<file path="src/rtl/instr_seq_ctrl.sv">
// instr_seq_ctrl: per-instruction sequencer for an ARM-format instruction stream.
// It accepts one instruction at a time and decodes its class from bits[27:26].
// It then sequences the ALU, memory or branch strobes and retires the instruction
// with a one-cycle DONE pulse.
//
// Optional feature: define INSTR_SEQ_COND_CHECK_EN to evaluate the ARM condition
// field bits[31:28] against the latched flags. A failed condition retires the
// instruction without doing any work.
//
// Parameters
//   MUL_CYCLES   execute cycles for multiply instructions (1..15)
//   MEM_TIMEOUT  mem_req cycles without mem_ack before the access is abandoned (1..255)
// Ports
//   clk, rst_n               clock, asynchronous active-low reset
//   instr_valid/instr_ready  instruction handshake (ready only while idle)
//   instruction, flags       instruction word and N,Z,C,V flags, latched on accept
//   instr_class              latched class: 00 DP, 01 LS, 10 BR, 11 UND
//   alu_en, branch_en        execute strobes
//   mem_req, mem_we, mem_ack memory request/direction/acknowledge
//   retired, err             completion pulse and error pulse (UND or timeout)
//   retire_cnt               wrapping count of retired instructions
module instr_seq_ctrl #(
    parameter int unsigned MUL_CYCLES  = 3,
    parameter int unsigned MEM_TIMEOUT = 15
) (
    input  logic        clk,
    input  logic        rst_n,
    input  logic        instr_valid,
    output logic        instr_ready,
    input  logic [31:0] instruction,
    input  logic [3:0]  flags,
    output logic [1:0]  instr_class,
    output logic        alu_en,
    output logic        mem_req,
    output logic        mem_we,
    input  logic        mem_ack,
    output logic        branch_en,
    output logic        retired,
    output logic        err,
    output logic [15:0] retire_cnt
);

    localparam int unsigned CNT_W = 8;
    localparam int unsigned RCNT_W = 16;

    typedef enum logic [2:0] {
        IDLE   = 3'd0,
        EXEC   = 3'd1,
        MEM    = 3'd2,
        BRANCH = 3'd3,
        DONE   = 3'd4
    } state_t;

    state_t              state_q, state_d;
    logic [CNT_W-1:0]    cnt_q, cnt_d;
    logic [1:0]          cls_d;
    logic                we_q, we_d;
    logic                fault_q, fault_d;
    logic                accept;
    logic                cond_ok;

    logic                ready_d, alu_d, mreq_d, mwe_d, br_d, ret_d, err_d;
    logic [RCNT_W-1:0]   rcnt_d;

    // Bits not otherwise decoded; folded here so they are visibly intentional.
    logic                unused_inputs;
    assign unused_inputs = ^{instruction, flags};

    // Execute length of a data-processing instruction; multiply wins over register shift.
    function automatic logic [CNT_W-1:0] exec_len(input logic [31:0] ins);
        if (ins[27:24] == 4'b0000 && ins[7:4] == 4'b1001)
            return CNT_W'(MUL_CYCLES);
        else if (!ins[25] && !ins[7] && ins[4])
            return CNT_W'(2);
        else
            return CNT_W'(1);
    endfunction

`ifdef INSTR_SEQ_COND_CHECK_EN
    // ARM condition evaluation; flags are {N,Z,C,V}, 1111 never passes.
    function automatic logic cond_pass(input logic [3:0] cond, input logic [3:0] f);
        logic n, z, c, v;
        n = f[3];
        z = f[2];
        c = f[1];
        v = f[0];
        case (cond)
            4'h0:    return z;
            4'h1:    return !z;
            4'h2:    return c;
            4'h3:    return !c;
            4'h4:    return n;
            4'h5:    return !n;
            4'h6:    return v;
            4'h7:    return !v;
            4'h8:    return c && !z;
            4'h9:    return !c || z;
            4'hA:    return n == v;
            4'hB:    return n != v;
            4'hC:    return !z && (n == v);
            4'hD:    return z || (n != v);
            4'hE:    return 1'b1;
            default: return 1'b0;
        endcase
    endfunction

    assign cond_ok = cond_pass(instruction[31:28], flags);
`else
    assign cond_ok = 1'b1;
`endif

    assign accept = instr_valid && instr_ready;

    // State register and registered outputs.
    always_ff @(posedge clk or negedge rst_n) begin
        if (!rst_n) begin
            state_q     <= IDLE;
            cnt_q       <= '0;
            we_q        <= 1'b0;
            fault_q     <= 1'b0;
            instr_class <= 2'b00;
            instr_ready <= 1'b0;
            alu_en      <= 1'b0;
            mem_req     <= 1'b0;
            mem_we      <= 1'b0;
            branch_en   <= 1'b0;
            retired     <= 1'b0;
            err         <= 1'b0;
            retire_cnt  <= '0;
        end else begin
            state_q     <= state_d;
            cnt_q       <= cnt_d;
            we_q        <= we_d;
            fault_q     <= fault_d;
            instr_class <= cls_d;
            instr_ready <= ready_d;
            alu_en      <= alu_d;
            mem_req     <= mreq_d;
            mem_we      <= mwe_d;
            branch_en   <= br_d;
            retired     <= ret_d;
            err         <= err_d;
            retire_cnt  <= rcnt_d;
        end
    end

    // Next-state logic; outputs are decoded from the next state so they align with it.
    always_comb begin
        state_d = state_q;
        cnt_d   = cnt_q;
        cls_d   = instr_class;
        we_d    = we_q;
        fault_d = fault_q;

        case (state_q)
            IDLE: begin
                if (accept) begin
                    cls_d   = instruction[27:26];
                    we_d    = ~instruction[20];
                    fault_d = 1'b0;
                    cnt_d   = '0;
                    if (!cond_ok) begin
                        state_d = DONE;
                    end else begin
                        case (instruction[27:26])
                            2'b00: begin
                                state_d = EXEC;
                                cnt_d   = exec_len(instruction) - CNT_W'(1);
                            end
                            2'b01:   state_d = MEM;
                            2'b10:   state_d = BRANCH;
                            default: begin
                                state_d = DONE;
                                fault_d = 1'b1;
                            end
                        endcase
                    end
                end
            end
            // cnt_q holds the remaining execute cycles after this one.
            EXEC: begin
                if (cnt_q == '0)
                    state_d = DONE;
                else
                    cnt_d = cnt_q - CNT_W'(1);
            end
            // cnt_q counts mem_req cycles already completed before this one.
            MEM: begin
                if (mem_ack) begin
                    state_d = DONE;
                end else if (cnt_q == CNT_W'(MEM_TIMEOUT - 1)) begin
                    state_d = DONE;
                    fault_d = 1'b1;
                end else begin
                    cnt_d = cnt_q + CNT_W'(1);
                end
            end
            BRANCH:  state_d = DONE;
            DONE:    state_d = IDLE;
            default: state_d = IDLE;
        endcase

        ready_d = (state_d == IDLE);
        alu_d   = (state_d == EXEC);
        mreq_d  = (state_d == MEM);
        mwe_d   = (state_d == MEM) && we_d;
        br_d    = (state_d == BRANCH);
        ret_d   = (state_d == DONE);
        err_d   = (state_d == DONE) && fault_d;
        rcnt_d  = (state_d == DONE) ? retire_cnt + RCNT_W'(1) : retire_cnt;
    end

endmodule

</file>
<file path="config.mk">
export PLATFORM = sky130hd
export DESIGN_NAME = instr_seq_ctrl
export DESIGN_NICKNAME = d
export VERILOG_FILES = /design/src/rtl/instr_seq_ctrl.sv
export SDC_FILE = /design/constraint.sdc
export NUM_CORES = 1
export LEC_CHECK = 0
export ABC_CLOCK_PERIOD_IN_PS = 3600
export BUFFER_PORTS_ARGS = -buffer_cell sky130_fd_sc_hd__buf_2
export CORE_MARGIN = 2
export CORE_UTILIZATION = 55
export CTS_CLUSTER_DIAMETER = 40
export CTS_CLUSTER_SIZE = 14
export DETAILED_ROUTE_END_ITERATION = 16
export GPL_ROUTABILITY_DRIVEN = 0
export GPL_TIMING_DRIVEN = 0
export HOLD_SLACK_MARGIN = 0.08
export PLACE_DENSITY = 0.94
export SLEW_MARGIN = 0
export SYNTH_ARGS = -nofsm -noshare
export SYNTH_HDL_FRONTEND = slang
export SYNTH_SLANG_ARGS = --single-unit
</file>
<file path="constraint.sdc">
create_clock -name clk -period 3.6 [get_ports clk]
set_clock_uncertainty 0.1 [all_clocks]
set_input_delay 0.18 -clock clk [delete_from_list [all_inputs] [get_ports clk]]
set_output_delay 0.18 -clock clk [all_outputs]
set_load 0.05 [all_outputs]
</file>
## Word-level counts from Yosys, hierarchy flattened

Index checks and enable logic that the tools add are counted.

- Bits in registers: 38
- Bits in latches: 0
- Memory bits (writable): 0
- ROM bits: 0
- Input bits: 40
- Output and inout bits: 25
- Logic and storage cells: 74
- Memories: 0

- Add/sub/neg operators: 4
- Multipliers: 0
- Div/mod/pow operators: 0
- Magnitude comparators: 0
- Equality and inequality tests: 15
- Shift operators: 0
- Multiplexer cells: 24
- Bitwise logic cells: 1
- Reductions and logical operators: 17

Operator list:

| operator | count |
|---|---|
| 2-to-1 mux 8 bit | 8 |
| case mux 8 bit (3 select lines) | 1 |
| adder 16 x 1 -> 16 bit (second input constant) | 1 |
| subtractor 8 x 1 -> 8 bit (second input constant) | 2 |
| == test 3 x 2 -> 1 bit (second input constant) | 4 |
| 2-to-1 mux 3 bit | 4 |
| case mux 3 bit (4 select lines) | 1 |
| case mux 3 bit (3 select lines) | 1 |
| adder 8 x 1 -> 8 bit (second input constant) | 1 |
| == test 8 x 4 -> 1 bit (second input constant) | 1 |
| zero test 8 bit | 1 |
| != test 2 bit (second input constant) | 4 |
| == test 3 x 1 -> 1 bit (second input constant) | 2 |
| logical AND 1 bit | 6 |
| zero test 3 bit | 2 |
| 2-to-1 mux 1 bit | 6 |
| AND reduction 5 bit | 1 |
| == test 4 bit (second input constant) | 1 |
| zero test 4 bit | 1 |
| 2-to-1 mux 2 bit | 2 |
| == test 3 bit (second input constant) | 1 |
| nonzero test 3 bit | 1 |
| OR reduction 3 bit | 1 |
| == test 2 x 1 -> 1 bit (second input constant) | 1 |
| 6 further kinds | 7 |

## Logic depth before layout (Yosys ltp)

Gate-level depths: netlist of the first run.

- Word-level depth: 12
- Gate-level depth with buffers: 7
- Gate-level depth less buffers: 7

## Worst setup path before layout of the first run

OpenSTA, ideal clock, no wires.

- Kind: flip-flop to flip-flop
- Start point: register state_q[0]
- End point: register cnt_q[7]
- Setup time: 121 ps
- Arrival time: 2,195 ps
- Required time: 3,379 ps
- Path slack: 1,184 ps
- Stages on the path, launching flop included: 8
- Path buffers: 0
- Period minus slack after synthesis: 2,416 ps
- Path through: dfrtp_1 or3b_1 ha_1 a21oi_1 o2111ai_1 and2_1 a211o_1 a22o_1

- Cells in the longest elaborated chain, start to end: 3
- Elaborated cells on any way between the ends: 10
- Classes of those cells: 6 x eq/ne; 1 x mux; 3 x reduce/logical

Ends and longest elaborated chain:

| element | RTL line | text |
|---|---|---|
| start: declaration | 54 | `state_t state_q, state_d;` |
| start signal: assignment | 131 | `state_q <= state_d;` |
| == test 3 x 2 -> 1 bit (tied with other cells) | 155 | `case (state_q)` |
| != test 2 bit (no source line) / nonzero test 3 bit (equally long branches) | -- |  |
| AND reduction 5 bit (no source line) | -- |  |
| end signal: assignment | 132 | `cnt_q <= cnt_d;` |
| end: declaration | 55 | `logic [CNT_W-1:0] cnt_q, cnt_d;` |

Parallel ways exist; a longest one is shown, timed or not.
A chain may end at the register's enable or synchronous reset.

## Worst setup path after layout of the first run

- Start point: register state_q[0]
- End point: register cnt_q[6]

Same word-level chain as after synthesis.

==> metrics, run 1 <==
Fmax=368 MHz; drt total wl=4830 um; internal power=1130 uW; Slew @ Worst Pin=828 ps; DRC Markers=0; synth warn=0; WHS=108 ps; Total Neg Setup Slack=0 ps; Initial Util=57.4%; R2R Path Start=state_q[0]$_DFF_PN0_; WHS Path Cells=3; Final Hold Viols=0; share of power burned in registers=29.5%; HP Start=instruction[26]; Vias=1745; FF+latch area=951 um^2; sequential fraction of the synthesis area=44.9%; largest net degree at the start of global routing=39; nets=301; DP HPWL=3330 um; Pwr Density=856 nW/um^2; Final Cycle Share=75.5%; Starting DRT DRC Count=183; Die H=66.0 um; CTS buffer count=5; Critical Path RT=3710 ps; Syn Nets=255; sw frac=47.2%; H-tree levels=2; Die Area=4360 um^2; core area=3690 um^2; Synth area leaders=dfrtp_1 (45%), xor2_1 (6.2%), ha_1 (5.9%), nand2_1 (4.1%), nor3_1 (2.8%); worst r2r dst=cnt_q[6]$_DFFE_PN0P_; relative slew slack=44.8%; most frequent cells in the layout=buf_2 (38), dfrtp_1 (38), nand2_1 (23); CP max stage cell=or3b_1; # rows=22; Critical Path Max Stage Delay=600 ps; Worst setup EP type=flop; EDFF count, synth=0; clock sinks=38; min cycle time layout=2720 ps; CP Class=reg2reg; final setup violation count=0; register-to-register setup slack=880 ps; share of cells above drive strength 1=24.7%; Die W=66.0 um; Synth Instances=204; global route total overflow=0; proportion of netlist area held by the largest area contributor=44.9%; Worst-Skew Late Latency=300 ps; input/output buffers=37; Wirelength per Cell=16.2 um; CTS tree=built; crit path launch=state_q[0]$_DFF_PN0_; Synth Register Bits=38; Leakage Power=0.00127 uW; Post-CTS Resized=0; ys async rst share=100%; Primary FF master, synth=dfrtp_1; Synth cell types=50; number of global-route vias before repair=1743; Initial DRT Pass Iterations=4; max_cap viols=0; synthesized area=2120 um^2; crit path launch type=flop; vias per cell=5.84; clock share of power=17.3%; CTS root buf=clkbuf_8; outcome=finished clean; initial antenna violation count=0; crit path max fanout=10; Diodes inserted=0; worst hold-check path type=in2reg; antenna-violating nets left=0; cells on worst reg2reg path=7; Post-Syn Area per Cell=10.4 um^2; Area Overhead vs Synth=17.9%; clk slew on worst S/H paths=80 ps; crit path to=cnt_q[6]$_DFFE_PN0P_; pre-CTS WS=972 ps; RSZ-0062 raised after global routing=no; final worst slack=881 ps; I/O pin total=65; area of the multi-input gates=1100 um^2; clock buffer depth=2; first-pass GRT wire length=7950 um; WP data arrival=2820 ps; GRT Overall Usage=24.3%; crit-path cells=or3b_1, fa_1, a211oi_1, o21ai_0, a21oi_1, xor2_1, o31ai_1; VDD IR-drop max=0.336 mV; fill cell count=276; NetSw=1010 uW; Combinational Power Share=53.3%; Synth area leader=dfrtp_1; Max Slew Vio Count=0
-- cell usage after synthesis (all sizes together), types with 3 or more instances --
cell	n
a21oi	6
buf	3
xnor2	4
ha	10
nor3	12
nand3	7
dfrtp	38
nor2	12
inv	9
o21ai	11
o31ai	4
nor4b	3
nand2	23
nor4	5
xor2	15
nor3b	3
o2111ai	3
and3	6
nand4	3
-- sequential cells by signal (all words and copies together) (netlist names) --
register / flops
err: 1
alu_en: 1
mem_we: 1
instr_ready: 1
cnt_q: 8
state_q: 3
retire_cnt: 16
branch_en: 1
we_q: 1
mem_req: 1
fault_q: 1
retired: 1
instr_class: 2
-- power by group through the flow --
stage	Clock [uW]	Sequential, uW	Combinational, uW
final	369	629	1140
after global routing	387	643	1240
after CTS	370	627	1130
after detailed placement	0	631	1120
after global placement	0	624	1080
after floorplan	0	801	703
-- stage by stage --
step / std cells / total power, uW / utilization, % / cell area [um^2]
finish: 299 / 2140 / 67.7 / 2500
global route: 299 / 2270 / 67.7 / 2500
CTS: 299 / 2130 / 67.7 / 2500
detailed placement: 289 / 1750 / 64.0 / 2360
global placement: 289 / 1700 / 64.0 / 2360
floorplan: 204 / 1500 / - / 2120
-- worst min path at each step --
stage,to
final,instr_class[0]$_DFFE_PN0P_
after global routing,cnt_q[0]$_DFFE_PN0P_
after CTS,cnt_q[0]$_DFFE_PN0P_
after detailed placement,cnt_q[3]$_DFFE_PN0P_
after global placement,cnt_q[3]$_DFFE_PN0P_
after floorplan,alu_en$_DFF_PN0_
-- layer usage --
metal  vias up  track usage [%]  share of wire [%]
met5         -                0                  0
met4         0             11.2                2.6
met3        13             4.94                5.1
met2        63             41.8                 51
met1       842             29.0                 42
li1        827                -                  -
-- cell families after synthesis --
family	after synthesis	synth area share, %
and+or+nand+nor	87	24.7
muxes	2	1.00
xor gates and xnor gates	19	7.86
AOI/OAI and AO/OA	33	11.6
DFF	38	44.9
buffers and inverters	14	3.07
adders and majority gates	11	6.86
-- worst max-delay path, delay by kind of cell, from the launching register on --
kind                     cells  cell delay [ps]
AO/OA/AOI/OAI                4              880
AND/OR/NAND/NOR              1              600
flip-flops                   1              450
adder cells (fa/ha/maj)      1              510
XOR/XNOR                     1               90
-- area by class of cell --
type | instances | area share (%)
inverter | 9 | 1.35
sequential | 38 | 38.1
tap | 48 | 2.41
multi-input combinational | 152 | 44.1
clock buffer | 5 | 2.76
timing repair buffer | 39 | 8.22
buffer | 5 | 1.25
clock inverter | 3 | 1.80
-- timing repair --
item	4_1_cts	5_1_grt
hold buffers	2	0
setup buffers	0	0
endpoints found under the hold margin	39	0
Note: power is estimated with default switching activity, not from simulation.
==> inputs of run 2 (changes only) <==
Settings changed: ABC_AREA set to 1, ABC_CLOCK_PERIOD_IN_PS 3600 to 2800, CORE_UTILIZATION 55 to 52, PLACE_DENSITY 0.94 to 0.88.
Clock period 3.6 ns to 2.8 ns, I/O delays scaled along.
==> metrics, run 2 <==
input/output buffers=37; Worst setup EP type=flop; internal power=1460 uW; DRC Markers=0; crit path launch type=flop; share of cells above drive strength 1=18.1%; NetSw=1400 uW; number of post-CTS setup repair buffers=0; sequential fraction of the synthesis area=40.4%; largest net degree at the start of global routing=39; GRT Overall Usage=21.5%; Synth area leaders=dfrtp_1 (40%), nand2_1 (18%), nand3_1 (5.7%), ha_1 (5.3%), inv_1 (4.8%); CP max stage cell=dfrtp_1; Syn Nets=362; VDD IR-drop max=0.736 mV; CP Class=reg2reg; Top cell by count, worst path=nand2_1; vias per cell=5.00; clock buffer depth=2; min cycle time layout=2080 ps; Slew @ Worst Pin=874 ps; CP bufs+invs=0; Combinational Power Share=55.7%; Die Area=5080 um^2; CTS buffer count=5; Initial DRT Pass Iterations=4; Synth area leader=dfrtp_1; RSZ-0062 raised after global routing=no; crit-path cells=nor2_4, nand2_2, ha_1, a21oi_1, nand2_1, nand3_1, nand2_1, xor2_1, nand2_1, nand2_1; Synth cell types=30; compound-cell area share of the yosys netlist=5.59%; Post-Syn Area per Cell=7.56 um^2; CTS tree=built; initial antenna violation count=0; Pwr Density=1040 nW/um^2; most frequent cells in the layout=nand2_1 (110), buf_2 (40), dfrtp_1 (38); mux cell area share after synthesis=0%; largest registers=retire_cnt: 16 flops, cnt_q: 8 flops, state_q: 3 flops; antenna-violating nets left=0; nets=409; Total Neg Setup Slack=0 ps; Critical Path RT=2890 ps; worst hold-check path type=in2reg; clock sinks=38; relative slew slack=41.7%; count leader, synth=nand2_1; Post-CTS Resized=0; EDFF count, synth=0; WP data arrival=2170 ps; XOR/XNOR share of the synthesized area=5.59%; Synth Area in Adders=6.17%; CTS root buf=clkbuf_8; Leakage Power=0.00155 uW; max_cap viols=0; global route total overflow=0; Final Cycle Share=74.4%; Wirelength per Cell=11.9 um; first-pass GRT wire length=8730 um; Diodes inserted=0; sw frac=49.0%; simple-gate share of the synthesized area=35.7%; DP HPWL=3520 um; number of global-route vias before repair=1962; final setup violation count=0; H-tree levels=2; Synth Register Bits=38; clock share of power=16.7%; Synth Instances=311; synth warn=0; overall power=2860 uW; CP delay by family, top=simple AND/OR/NAND/NOR gates; Top reg by flops=retire_cnt; Commonest cells post-synth=nand2_1 (110), dfrtp_1 (38), inv_1 (30); main combinational cell family by area after synthesis=simple AND/OR/NAND/NOR gates; ys async rst share=100%; Starting DRT DRC Count=105; Final Hold Viols=0; I/O pin total=65; core area=4350 um^2; Max Slew Vio Count=0; most common cell after layout, fill and taps aside=nand2_1; Fmax=480 MHz; Critical Path Max Stage Delay=430 ps; crit path max fanout=12; Initial Util=54.0%; clk slew on worst S/H paths=80 ps; # rows=24; outcome=finished clean; Die W=71.3 um; Vias=2053; drt total wl=4900 um; Die H=71.3 um; Worst-Skew Late Latency=300 ps; synthesized area=2350 um^2; Primary FF master, synth=dfrtp_1; share of power burned in registers=27.7%; Area Overhead vs Synth=16.8%; max reg flops=16; proportion of netlist area held by the largest area contributor=40.4%
## run 2: cell count changes in the layout (fill, tap and decap cells not counted), moves of 3 or more
cell / change
nand2_2: +5
o2111ai_1: -3
and3_1: -6
nor3_1: -4
nor2_1: +15
nand2_1: +87
xor2_1: -3
inv_1: +23
nand3_1: +20
nor4_1: -4
nor2_4: +3
o31ai_1: -4
## run 2: power groups by stage
stage	logic (uW)	clock network (uW)	registers [uW]
after detailed placement	1580	0	801
final	1590	476	791
after floorplan	1030	0	1030
after global routing	1790	509	809
after global placement	1540	0	796
after CTS	1600	487	790
## run 2: worst reg2reg max path, stage by stage, from the launching register on
cell and delay [ps]:
dfrtp_1 430, nor2_4 150, nand2_2 190, ha_1 420, a21oi_1 170, nand2_1 120, nand3_1 90, nand2_1 60
xor2_1 140, nand2_1 50, nand2_1 40
## run 2: timing repair
item | 4_1_cts | 5_1_grt
hold buffers | 3 | 0
endpoints found under the hold margin | 41 | 0
setup endpoints to repair | 0 | 0
## run 2: cells by family (layout without fill, tap and decap cells)
family / after synthesis / after routing
AOI/OAI and AO/OA: 20 / 20
adders and majority gates: 11 / 11
buffers and inverters: 37 / 85
xor gates and xnor gates: 15 / 15
DFF: 38 / 38
and+or+nand+nor: 190 / 190
## run 2: stage by stage
step           instance area (um^2)  setup slack, ps  util, %  cells  hold WS, ps
2_1_floorplan                  2350              767        -    311         -256
3_3_place_gp                   2600              793     59.8    400          191
3_5_place_dp                   2600              737     59.8    400          205
4_1_cts                        2750              715     63.1    411         98.8
5_1_grt                        2750              566     63.1    411          132
6_report                       2750              718     63.1    411         95.1
## run 2: final timing paths
check	start	end	slack, ps	depth (start not counted)
setup / recovery	state_q[0]$_DFF_PN0_	cnt_q[5]$_DFFE_PN0P_	720	10
hold / removal	mem_ack	fault_q$_DFF_PN0_	100	4
setup reg to reg	state_q[0]$_DFF_PN0_	cnt_q[5]$_DFFE_PN0P_	720	10
hold reg to reg	instr_class[1]$_DFFE_PN0P_	instr_class[1]$_DFFE_PN0P_	380	2
max in group asynchronous	rst_n	retire_cnt[7]$_DFFE_PN0N_	1650	2
min in group asynchronous	rst_n	cnt_q[2]$_DFFE_PN0P_	400	2
## run 2: final cells by class
type                    instances  area (um^2)
plain buffers                   5         33.8
clock buffers                   5         68.8
clock inverters                 3         45.0
fillers                       377         1610
inverters                      32          120
multi-input cells             236         1250
flip-flops and latches         38          951
well taps                      52         65.1
repair buffers                 40          215
## run 2: per-layer routing
metal,wire [um],global-route usage [%],vias to the layer above,share of wire [%]
li1,-,-,1072,-
met1,2270,27.5,932,46
met2,2340,36.8,45,48
met3,227,4.78,4,4.6
met4,62,5.87,0,1.3
met5,0,0,-,0
